`src/rtl/mem_access.sv`:
```
// RISC-V memory-access stage: request/ack data-memory transaction, load alignment/extension, stall control.
// Optional MEM_ALIGN_CHECK_EN adds the misalign_err port and suppresses misaligned requests.
module mem_access (
   input  logic        clk,
   input  logic        rst,
   input  logic [4:0]  mem_wd,
   input  logic        mem_wreg,
   input  logic [31:0] mem_wdata,
   input  logic [6:0]  mem_opcode,
   input  logic [2:0]  mem_funct3,
   input  logic [31:0] mem_mem_addr,
   input  logic [31:0] mem_mem_reg_data,
   output logic [4:0]  wb_wd,
   output logic        wb_wreg,
   output logic [31:0] wb_wdata,
   output logic        stallreq,
   output logic        dmem_req,
   output logic        dmem_we,
   output logic [31:0] dmem_addr,
   output logic [3:0]  dmem_be,
   output logic [31:0] dmem_wdata,
   input  logic        dmem_ack,
   input  logic [31:0] dmem_rdata
`ifdef MEM_ALIGN_CHECK_EN
   ,
   output logic        misalign_err
`endif
);

   localparam logic [6:0] OP_LOAD  = 7'b0000011;
   localparam logic [6:0] OP_STORE = 7'b0100011;

   localparam logic [1:0] S_IDLE = 2'd0;
   localparam logic [1:0] S_BUSY = 2'd1;
   localparam logic [1:0] S_DONE = 2'd2;

   logic [1:0]  state;
   logic [31:0] rbuf;
   logic        is_load, is_store, is_mem, start;
   logic [3:0]  be_n;
   logic [31:0] wdata_n;
   logic [7:0]  ld_byte;
   logic [15:0] ld_half;
   logic [31:0] ld_data;

   always_comb begin
      is_load = 1'b0;
      if (mem_opcode == OP_LOAD) begin
         case (mem_funct3)
            3'b000, 3'b001, 3'b010, 3'b100, 3'b101: is_load = 1'b1;
            default:                                is_load = 1'b0;
         endcase
      end
   end

   assign is_store = (mem_opcode == OP_STORE) &&
                     ((mem_funct3 == 3'b000) || (mem_funct3 == 3'b001) || (mem_funct3 == 3'b010));
   assign is_mem   = is_load | is_store;

`ifdef MEM_ALIGN_CHECK_EN
   logic misaligned;
   assign misaligned = ((mem_funct3[1:0] == 2'b01) && mem_mem_addr[0]) ||
                       ((mem_funct3[1:0] == 2'b10) && (mem_mem_addr[1:0] != 2'b00));
   assign start      = is_mem && !misaligned;
`else
   assign start      = is_mem;
`endif

   // Store lane selection; loads always fetch the full word.
   always_comb begin
      be_n    = 4'b1111;
      wdata_n = '0;
      if (is_store) begin
         case (mem_funct3[1:0])
            2'b00: begin
               be_n    = 4'b0001 << mem_mem_addr[1:0];
               wdata_n = {4{mem_mem_reg_data[7:0]}};
            end
            2'b01: begin
               be_n    = mem_mem_addr[1] ? 4'b1100 : 4'b0011;
               wdata_n = {2{mem_mem_reg_data[15:0]}};
            end
            default: begin
               be_n    = 4'b1111;
               wdata_n = mem_mem_reg_data;
            end
         endcase
      end
   end

   always_ff @(posedge clk or negedge rst) begin
      if (!rst) begin
         state      <= S_IDLE;
         rbuf       <= '0;
         dmem_req   <= 1'b0;
         dmem_we    <= 1'b0;
         dmem_addr  <= '0;
         dmem_be    <= '0;
         dmem_wdata <= '0;
      end else begin
         case (state)
            S_IDLE: begin
               if (start) begin
                  dmem_req   <= 1'b1;
                  dmem_we    <= is_store;
                  dmem_addr  <= {mem_mem_addr[31:2], 2'b00};
                  dmem_be    <= be_n;
                  dmem_wdata <= wdata_n;
                  state      <= S_BUSY;
               end
            end
            S_BUSY: begin
               if (dmem_ack) begin
                  rbuf     <= dmem_rdata;
                  dmem_req <= 1'b0;
                  dmem_we  <= 1'b0;
                  dmem_be  <= '0;
                  state    <= S_DONE;
               end
            end
            S_DONE:  state <= S_IDLE;
            default: state <= S_IDLE;
         endcase
      end
   end

   always_comb begin
      case (mem_mem_addr[1:0])
         2'b00:   ld_byte = rbuf[7:0];
         2'b01:   ld_byte = rbuf[15:8];
         2'b10:   ld_byte = rbuf[23:16];
         default: ld_byte = rbuf[31:24];
      endcase
      ld_half = mem_mem_addr[1] ? rbuf[31:16] : rbuf[15:0];
      case (mem_funct3)
         3'b000:  ld_data = {{24{ld_byte[7]}}, ld_byte};
         3'b100:  ld_data = {24'd0, ld_byte};
         3'b001:  ld_data = {{16{ld_half[15]}}, ld_half};
         3'b101:  ld_data = {16'd0, ld_half};
         default: ld_data = rbuf;
      endcase
   end

   // Writeback outputs are combinational, so reset must force them low explicitly.
   always_comb begin
      wb_wd    = mem_wd;
      wb_wreg  = mem_wreg;
      wb_wdata = mem_wdata;
      stallreq = 1'b0;
`ifdef MEM_ALIGN_CHECK_EN
      misalign_err = 1'b0;
`endif
      if (!rst) begin
         wb_wd    = '0;
         wb_wreg  = 1'b0;
         wb_wdata = '0;
      end else begin
         case (state)
            S_IDLE: begin
               if (is_mem) begin
                  wb_wreg = 1'b0;
`ifdef MEM_ALIGN_CHECK_EN
                  if (misaligned) misalign_err = 1'b1;
                  else            stallreq     = 1'b1;
`else
                  stallreq = 1'b1;
`endif
               end
            end
            S_BUSY: begin
               stallreq = 1'b1;
               wb_wreg  = 1'b0;
            end
            S_DONE: begin
               if (is_load) wb_wdata = ld_data;
            end
            default: ;
         endcase
      end
   end

endmodule

```
`config.mk`:
```
export PLATFORM = sky130hd
export DESIGN_NAME = mem_access
export DESIGN_NICKNAME = d
export VERILOG_FILES = /design/src/rtl/mem_access.sv
export SDC_FILE = /design/constraint.sdc
export NUM_CORES = 1
export LEC_CHECK = 0
export ABC_CLOCK_PERIOD_IN_PS = 2450
export BUFFER_PORTS_ARGS = -buffer_cell sky130_fd_sc_hd__buf_4
export CAP_MARGIN = 5
export CELL_PAD_IN_SITES_DETAIL_PLACEMENT = 0
export CELL_PAD_IN_SITES_GLOBAL_PLACEMENT = 1
export CORE_MARGIN = 8
export CORE_UTILIZATION = 38
export DETAILED_ROUTE_END_ITERATION = 8
export GPL_TIMING_DRIVEN = 0
export PLACE_DENSITY = 0.91
export SLEW_MARGIN = 20
export SYNTH_ARGS = -nofsm -noshare
export SYNTH_HDL_FRONTEND = slang
export SYNTH_SLANG_ARGS = --single-unit
```
`constraint.sdc`:
```
create_clock -name clk -period 2.45 [get_ports clk]
set_input_delay 0.1225 -clock clk [delete_from_list [all_inputs] [get_ports clk]]
set_output_delay 0.1225 -clock clk [all_outputs]
set_load 0.005 [all_outputs]
```
# Yosys cells after proc, flatten, opt, wreduce, memory -nomap -nowiden
# Cells that the tools add are included.
totals:
  ff_bits: 102
  latch_bits: 0
  ram_bits: 0
  rom_bits: 0
  input_bits: 147
  out_inout_bits: 109
  wordCells: 66
  memories: 0
classes:
  add_sub_neg: 0
  mul: 0
  div: 0
  order_cmp: 0
  n_eq_ne: 13
  n_shift: 1
  mux: 31
  bitwise: 1
  reduce_logical: 13
op_table:
  columns: ["operator", "n"]
  rows:
  - ["two-way mux 32 bit", 4]
  - ["case mux 32 bit (4 select lines)", 1]
  - ["case mux 32 bit (2 select lines)", 1]
  - ["case mux 8 bit (3 select lines)", 1]
  - ["two-way mux 16 bit", 1]
  - ["two-way mux 4 bit", 4]
  - ["case mux 4 bit (2 select lines)", 2]
  - ["two-way mux 1 bit", 9]
  - ["case mux 1 bit (2 select lines)", 4]
  - ["== test 7 x 2 -> 1 bit, second input constant", 1]
  - ["== test 7 x 6 -> 1 bit, second input constant", 1]
  - ["== test 2 x 1 -> 1 bit, second input constant", 3]
  - ["== test 3 bit, second input constant", 2]
  - ["zero test 2 bit", 3]
  - ["AND reduction 2 bit", 3]
  - ["two-way mux 5 bit", 1]
  - ["OR reduction 5 bit", 1]
  - ["== test 2 bit, second input constant", 2]
  - ["two-way mux 2 bit", 2]
  - ["!= test 2 bit, second input constant", 2]
  - ["case mux 2 bit (2 select lines)", 1]
  - ["left shift 1 x 2 -> 4 bit, first input constant", 1]
  - ["== test 3 x 1 -> 1 bit, second input constant", 1]
  - ["== test 3 x 2 -> 1 bit, second input constant", 1]
  - ["6 further kinds", 7]

# Depth between registers and ports, before layout
# Gate-level depths: netlist (run 1).
depth:
  ltp_word: 8
  depth_mapped: 8
  mapped_depth_nobuf: 4

# Least setup slack after synthesis (run 1)
# OpenSTA, ideal clock, no wires.
synth_timing:
  kind: "register to output"
  from: "register rbuf[15]"
  to: "output port wb_wdata[21]"
  arrival_time_ns: 1.507
  required_time_ns: 2.328
  path_slack_ns: 0.820
  path_stages_with_launch: 6
  path_buffers: 1
  path_cell_list: "dfrtp_1 > inv_1 > mux4_2 > o211ai_4 > buf_6 > o221a_1"
synth_between:
  elab_chain_len: 5
  word_cells_on_any_way: 6
synth_rtl:
  columns: ["item", "line", "text"]
  rows:
  - ["from (decl)", "38", "logic [31:0] rbuf;"]
  - ["from (signal assigned)", "114", "rbuf <= dmem_rdata;"]
  - ["case mux 8 bit (3 select lines) / two-way mux 16 bit (equally long branches)", "128, 134", null]
  - ["case mux 32 bit (4 select lines) *", "135", "case (mem_funct3)"]
  - ["two-way mux 32 bit *", "175", "if (is_load) wb_wdata = ld_data;"]
  - ["two-way mux 32 bit *", "158", "case (state)"]
  - ["two-way mux 32 bit *", "153", "if (!rst) begin"]
  - ["to (decl)", "15", "output logic [31:0] wb_wdata,"]
# Mark *: on every way between the ends. The rest lies on a longest branch, timed or not.

# Worst setup path after layout (run 1)
layout_timing:
  from: "register rbuf[7]"
  to: "output port wb_wdata[26]"
layout_between:
  elab_chain_len: 5
layout_rtl:
  columns: ["item", "line", "text"]
  rows:
  - ["case mux 8 bit (3 select lines)", "128", "case (mem_mem_addr[1:0])"]
  - ["case mux 32 bit (4 select lines)", "135", null]
  - ["two-way mux 32 bit", "175", null]
  - ["two-way mux 32 bit", "158", null]
  - ["two-way mux 32 bit", "153", null]
# No other way between the ends.

==> results of run 1 <==
## cell families (layout without fill, tap and decap cells)
kind of cell    after synthesis  count (layout)  synth area share
compound gates              116             116            0.1838
buf+inv                      50             363           0.04829
flops                       102             102            0.4647
mux                         101             101            0.2205
other cells                   1               2         0.0006827
simple gates                 86              86           0.08201
## per-layer routing
metal	global-route usage	wire, µm	vias to the layer above
li1	-	-	2333
met1	0.2564	8065	2559
met2	0.3627	10330	197
met3	0.05211	1317	35
met4	0.06772	409	0
met5	0	0	-
## through the flow
step / cell area [µm²] / utilization / setup slack, ps / hold WS (ps)
finish: 8392 / 0.5863 / 100.6 / -116.6
detailed placement: 7600 / 0.5309 / 241.6 / 308.9
floorplan: 5497 / - / 820.3 / -173.1
global placement: 7596 / 0.5307 / -22.84 / 318.2
CTS: 8318 / 0.5811 / 41.35 / -67.39
global route: 8392 / 0.5863 / 12.74 / -24.80
## worst paths after layout
| kind | endpoint | slack [ps] | depth (start not counted) |
|---|---|---|---|
| hold reg to reg | dmem_wdata[10]$_DFFE_PN0P_ | 500 | 1 |
| min in group clk | rbuf[21]$_DFFE_PN0P_ | 10 | 2 |
| setup reg to reg | rbuf[11]$_DFFE_PN0P_ | 720 | 4 |
| max in group asynchronous | state[1]$_DFFE_PN0P_ | 1850 | 1 |
| hold / removal | rbuf[13]$_DFFE_PN0P_ | -120 | 1 |
| setup / recovery | wb_wdata[26] | 100 | 6 |
## cells in the final DEF (no fill, tap or decap), drive strengths merged, types with 2 or more instances in the layout
| master | synthesis | routed |
|---|---|---|
| a211oi | 4 | 4 |
| a21oi | 5 | 5 |
| a22o | 30 | 30 |
| and2 | 22 | 22 |
| and3 | 3 | 3 |
| buf | 26 | 275 |
| clkbuf | 17 | 28 |
| conb | 1 | 2 |
| dfrtp | 102 | 102 |
| dlygate4sd3 | 0 | 49 |
| inv | 7 | 8 |
| mux2 | 62 | 62 |
| mux2i | 37 | 37 |
| mux4 | 2 | 2 |
| nand2 | 32 | 32 |
| nand3 | 5 | 5 |
| nor2 | 7 | 7 |
| nor2b | 5 | 5 |
| nor3 | 5 | 5 |
| nor4 | 3 | 3 |
| o211ai | 13 | 13 |
| o21ai | 10 | 10 |
| o221a | 23 | 23 |
| o22ai | 7 | 7 |
| o2bb2ai | 16 | 16 |
## area by class of cell
| type | count | area [µm²] |
|---|---|---|
| flip-flops and latches | 102 | 2554 |
| plain buffers | 43 | 241.5 |
| fillers | 1208 | 5922 |
| multi-input cells | 305 | 2679 |
| repair buffers | 298 | 2364 |
| clock inverters | 4 | 55.05 |
| well taps | 184 | 230.2 |
| clock buffers | 11 | 242.7 |
| inverters | 7 | 26.28 |
## repair_timing
action,4_1_cts,5_1_grt
resized for setup,0,3
setup buffers,0,0
hold buffers,42,7
hold endpoints to repair,144,109
setup endpoints to repair,0,20
## critical path, delay by kind of cell (launching register included)
kind | cells | cell delay (ps)
AOI/OAI and AO/OA | 2 | 540
DFF | 1 | 480
muxes | 1 | 480
buffers and inverters | 2 | 300
and+or+nand+nor | 1 | 60
## power by group through the flow
| stage | Combinational [mW] | Sequential, mW | Clock [mW] |
|---|---|---|---|
| after floorplan | 0.864 | 2.36 | 0 |
| after global placement | 1.51 | 2.44 | 0 |
| after detailed placement | 1.55 | 2.47 | 0 |
| after CTS | 1.62 | 2.43 | 1.50 |
| after global routing | 1.74 | 2.49 | 1.57 |
| final | 1.62 | 2.45 | 1.46 |
## flip-flops by register name, summed over array words and instances (netlist names)
name / cells
state: 2
dmem_be: 4
dmem_wdata: 32
dmem_we: 1
dmem_addr: 30
dmem_req: 1
rbuf: 32
==> impl_metrics.json, run 1 <==
{
  "drive_gt1_frac": 0.4857,
  "final_antenna_net_count": 0,
  "dominantRegCellSynth": "dfrtp_1",
  "p_comb_frac": 0.292,
  "synth_edf_count": 0,
  "first_iter_violations": 306,
  "globalRoute.totalOverflow": 0,
  "criticalPathCategory": "flop to output port",
  "power.sequential.fraction": 0.443,
  "max_clock_freq_mhz": 425.6,
  "grt_antenna_before_repair": 0,
  "ys_types": 46,
  "critical_path.cell_chain": "nor2_1, mux4_2, o211ai_4, buf_6, o221a_1, buf_4",
  "crit_fanout": 10,
  "finalHoldWorstSlack_ps": -116.6,
  "timing.slew.headroom": 0.3677,
  "finalSetupViolations": 0,
  "synth.cell_area_um2": 5493,
  "final_hold_viol_count": 102,
  "holdCritPathClass": "primary input to asynchronous set/reset pin",
  "fin_tns_setup_ps": 0,
  "initial_utilization": 0.3837,
  "ys_async_sr_fraction": 1.000,
  "worst_path_max_delay_cell": "dfrtp_1",
  "crit_path_end_kind": "output port",
  "globalRouteTotalUtil": 0.2119,
  "top_level_ports": 256,
  "tritoncts": "built",
  "drt_first_pass_iters": 5,
  "routed_wirelength_um": 20120,
  "yosysTopAreaCell": "dfrtp_1",
  "post-route-min-period_ps": 2349,
  "pin_count_of_the_biggest_net_entering_global_routing": 104,
  "crit_path_start": "rbuf[7]$_DFFE_PN0P_",
  "post-place-cells": 890,
  "slowest_delay_ps": 480,
  "power.share.clock": 0.265,
  "crit_required_ps": 2330,
  "antennaDiodeCount": 0,
  "netlist_top_cells_area": "dfrtp_1, mux2_2, mux2_4",
  "post_drt_wl_per_cell_um": 21.09,
  "worst_path_clk_slew_ps": 70,
  "clock_tree.htree_level_count": 3,
  "coreArea_um2": 14310,
  "grt_pass1_wl_um": 30470,
  "detailed_place_hpwl_um": 15320,
  "dieWidth_um": 136.2,
  "worst_r2r_startpoint": "state[1]$_DFFE_PN0P_",
  "layout.nets": 913,
  "clkLatencyLatePin_ps": 350,
  "synthesis.area_per_instance_um2": 12.05,
  "post_synth_inst_count": 456,
  "max-cap-violations": 0,
  "int_pwr_mw": 3.903,
  "report.final.slew_viol_count": 0,
  "standard_cell_rows": 44,
  "crit_path_start_kind": "flop",
  "cts_root_buffer": "clkbuf_16",
  "synthTopCellsByCount": "dfrtp_1, mux2i_1, mux2_2",
  "ys_seq_area_frac": 0.4647,
  "layoutNonFillerInstCount": 954,
  "clock-skew-final_ps": 6.101,
  "violations": "negative hold slack",
  "port_buffers": 249,
  "route.detailed.vias_per_inst": 5.371,
  "synth-warning-count": 0,
  "flow.area_growth_from_synthesis_pct": 52.78,
  "net-switching-power_mw": 1.625,
  "die-height_um": 136.2,
  "route.vias.total": 5124,
  "numClockSinks": 102,
  "total_cts_buffers": 9,
  "critical_path_arrival_ps": 2230,
  "postSynthRegisterBits": 102,
  "power_leakage_nw": 4.108,
  "design_power_total_mw": 5.528,
  "switching_share": 0.2939,
  "detail_route.drc_violations": 0,
  "grt_setup_unrepaired": "no",
  "synth_top_cell_area_share": 0.4647,
  "grt_pass1_vias": 5506,
  "clockBufferDepth": 2,
  "run_status": "finished, violations left",
  "pwr_density_cell_nw_per_um2": 658.8,
  "peakVddDrop_v": 0.0004815,
  "tightestPinTransition_ps": 948.4,
  "post-route-period-util": 0.9590,
  "post-synth-top-count-cell": "dfrtp_1",
  "finalWeightedCongestion": 0.9058,
  "die_ar_um2": 18560
}
Power figures use the tool's default switching activity.
==> run 2, diff against run 1 <==
--- a/config.mk
+++ b/config.mk
@@ -15,6 +15,7 @@
 export DETAILED_ROUTE_END_ITERATION = 8
 export GPL_TIMING_DRIVEN = 0
 export PLACE_DENSITY = 0.91
+export REMOVE_ABC_BUFFERS = 1
 export SLEW_MARGIN = 20
 export SYNTH_ARGS = -nofsm -noshare
 export SYNTH_HDL_FRONTEND = slang
==> run 2 against run 1 <==
  * The flow now finishes without violations
  * Fmax increased by 0.91%
  * Sequential share of layout area fell by 0.31 points
  * Worst setup slack better by 21 ps
  * Combinational power about the same
  * Utilization up 0.57 points
  * Register-to-register slack got worse by 350 ps
  * Sequential power about the same
  * Critical path depth unchanged
  * Flip-flop and latch count unchanged
  * Critical path type unchanged
==> impl_metrics.json, run 2 (same netlist as run 1, synthesis figures left out) <==
{
  "final_hold_viol_count": 0,
  "finalWeightedCongestion": 0.8041,
  "busiest_layer": "met2",
  "report.final.slew_viol_count": 0,
  "pin_count_of_the_biggest_net_entering_global_routing": 83,
  "route.vias.total": 4982,
  "final_antenna_net_count": 0,
  "grt_pass1_wl_um": 29290,
  "routed_wirelength_um": 19200,
  "peakVddDrop_v": 0.0003426,
  "clockBufferDepth": 2,
  "holdCritPathClass": "primary input to flop",
  "die-height_um": 136.2,
  "pwr_density_cell_nw_per_um2": 663.5,
  "clock-skew-final_ps": 5.953,
  "min_delay_worst_endpoint": "dmem_addr[4]$_DFFE_PN0P_",
  "finalSetupViolations": 0,
  "hold_depth": 2,
  "port_buffers": 253,
  "numClockSinks": 102,
  "post_drt_wl_per_cell_um": 20.56,
  "grt.met2_usage": 0.3466,
  "fill_cells": 1201,
  "worst_path_clk_slew_ps": 70,
  "fin_tns_setup_ps": 0,
  "criticalPathCategory": "flop to output port",
  "globalRouteTotalUtil": 0.2018,
  "worst_r2r_startpoint": "state[0]$_DFFE_PN0P_",
  "run_status": "completed",
  "coreArea_um2": 14310,
  "grt.met3_usage": 0.06393,
  "grt_antenna_before_repair": 0,
  "tightestPinTransition_ps": 784.1,
  "layout_commonest_cell": "buf_4",
  "die_ar_um2": 18560,
  "dieWidth_um": 136.2,
  "multiInputGateArea_um2": 2699,
  "detailed_place_hpwl_um": 13300,
  "regToRegEndpoint": "dmem_addr[2]$_DFFE_PN0P_",
  "max_clock_freq_mhz": 429.5,
  "cts_root_buffer": "clkbuf_16",
  "critical_path_arrival_ps": 2210,
  "total_cts_buffers": 9,
  "detail_route.drc_violations": 0,
  "top_regs": "dmem_wdata (32), rbuf (32), dmem_addr (30)",
  "drive_gt1_frac": 0.4920,
  "antennaDiodeCount": 0,
  "clkLatencyLatePin_ps": 350,
  "grt_setup_unrepaired": "no",
  "crit_fanout": 22,
  "crit_path_start_kind": "flop",
  "standard_cell_rows": 44,
  "flow.area_growth_from_synthesis_pct": 54.26,
  "final_core_density": 0.5920,
  "hold_path.startpoint": "mem_mem_addr[4]",
  "highest_count_cells_in_the_layout_ignoring_fill_and_taps": "buf_4, dfrtp_1, dlygate4sd3_1",
  "r2r.worst_path.cells": 4,
  "drt_first_pass_iters": 4,
  "top_level_ports": 256,
  "clock_tree.htree_level_count": 3,
  "tritoncts": "built",
  "post-route-period-util": 0.9503,
  "grtUsageMet1": 0.2291,
  "grt_pass1_vias": 5417,
  "crit_required_ps": 2330,
  "max-cap-violations": 0,
  "power_leakage_nw": 4.111,
  "seqCellArea_um2": 2552,
  "globalRoute.totalOverflow": 0,
  "layout.nets": 892,
  "post-route-min-period_ps": 2328,
  "timing.reg2reg.setup_slack_ps": 370,
  "initial_utilization": 0.3837,
  "crit_path_end_kind": "output port",
  "route.detailed.vias_per_inst": 5.334,
  "first_iter_violations": 224,
  "timing.slew.headroom": 0.4758
}
-- run 2: changes by cell type in the layout (fill, tap and decap cells not counted), moves of 3 or more --
cell and delta:
clkbuf_1 -18, buf_2 -13, dlygate4sd3_1 +8, buf_6 -6, buf_16 +3
-- run 2: through the flow --
| step | std cells | hold WS, ps | area, µm² | setup slack [ps] | total power, mW |
|---|---|---|---|---|---|
| 4_1_cts | 930 | 0.1584 | 8418 | 0.08860 | 5.653 |
| 2_1_floorplan | 414 | -173.1 | 5258 | -302.2 | 3.177 |
| 5_1_grt | 934 | 1.348 | 8473 | 5.010 | 5.916 |
| 3_5_place_dp | 855 | 62.49 | 7503 | -305.4 | 3.975 |
| 3_3_place_gp | 851 | 321.8 | 7387 | -1036 | 3.884 |
| 6_report | 934 | 10.91 | 8473 | 121.8 | 5.622 |
-- run 2: area by class of cell --
class | instances | share of cell area
Inverter | 7 | 0.003101
Timing Repair Buffer | 320 | 0.3113
Clock buffer | 9 | 0.02658
Tap cell | 184 | 0.02717
Sequential cell | 102 | 0.3012
Clock inverter | 7 | 0.01211
Multi-Input combinational cell | 305 | 0.3185
-- run 2: how the worst max path moves through the flow --
stage                                     endpoint            startpoint  cells past startpoint
after CTS                             wb_wdata[27]  rbuf[23]$_DFFE_PN0P_                      5
final                                 wb_wdata[27]  state[1]$_DFFE_PN0P_                      6
after floorplan           dmem_addr[2]$_DFFE_PN0P_         mem_opcode[3]                      4
after detailed placement  dmem_addr[4]$_DFFE_PN0P_         mem_funct3[1]                      6
after global placement    dmem_addr[2]$_DFFE_PN0P_         mem_funct3[1]                      5
after global routing                  wb_wdata[17]         mem_funct3[1]                      7
-- run 2: report_power, final --
group | total [mW] | internal, mW | switching, mW
registers | 2.43 | 2.08 | 0.347
clock network | 1.59 | 0.909 | 0.678
logic | 1.61 | 1.01 | 0.591
total | 5.62 | 4.01 | 1.62
-- run 2: per-layer routing --
| metal | wire (µm) | part of all wire | up-vias |
|---|---|---|---|
| met1 | 7521 | 0.39 | 2478 |
| met5 | 0 | 0 | - |
| li1 | - | - | 2289 |
| met3 | 1591 | 0.083 | 29 |
| met4 | 381 | 0.020 | 0 |
| met2 | 9706 | 0.51 | 186 |
-- run 2: worst max-delay path, cell delays in order (launching register included) --
cell	delay, ps
dfrtp_1	490
inv_2	90
a2111oi_4	340
and2_2	370
buf_8	220
o221a_1	210
buf_4	110
-- run 2: repair_timing --
action                                 4_1_cts  5_1_grt
hold buffers                                57        0
buffers inserted                             2        3
pin swaps                                    2        1
resized for setup                            1        1
setup endpoints to repair                   32       30
gates cloned                                 0        1
endpoints found under the hold margin       87        0
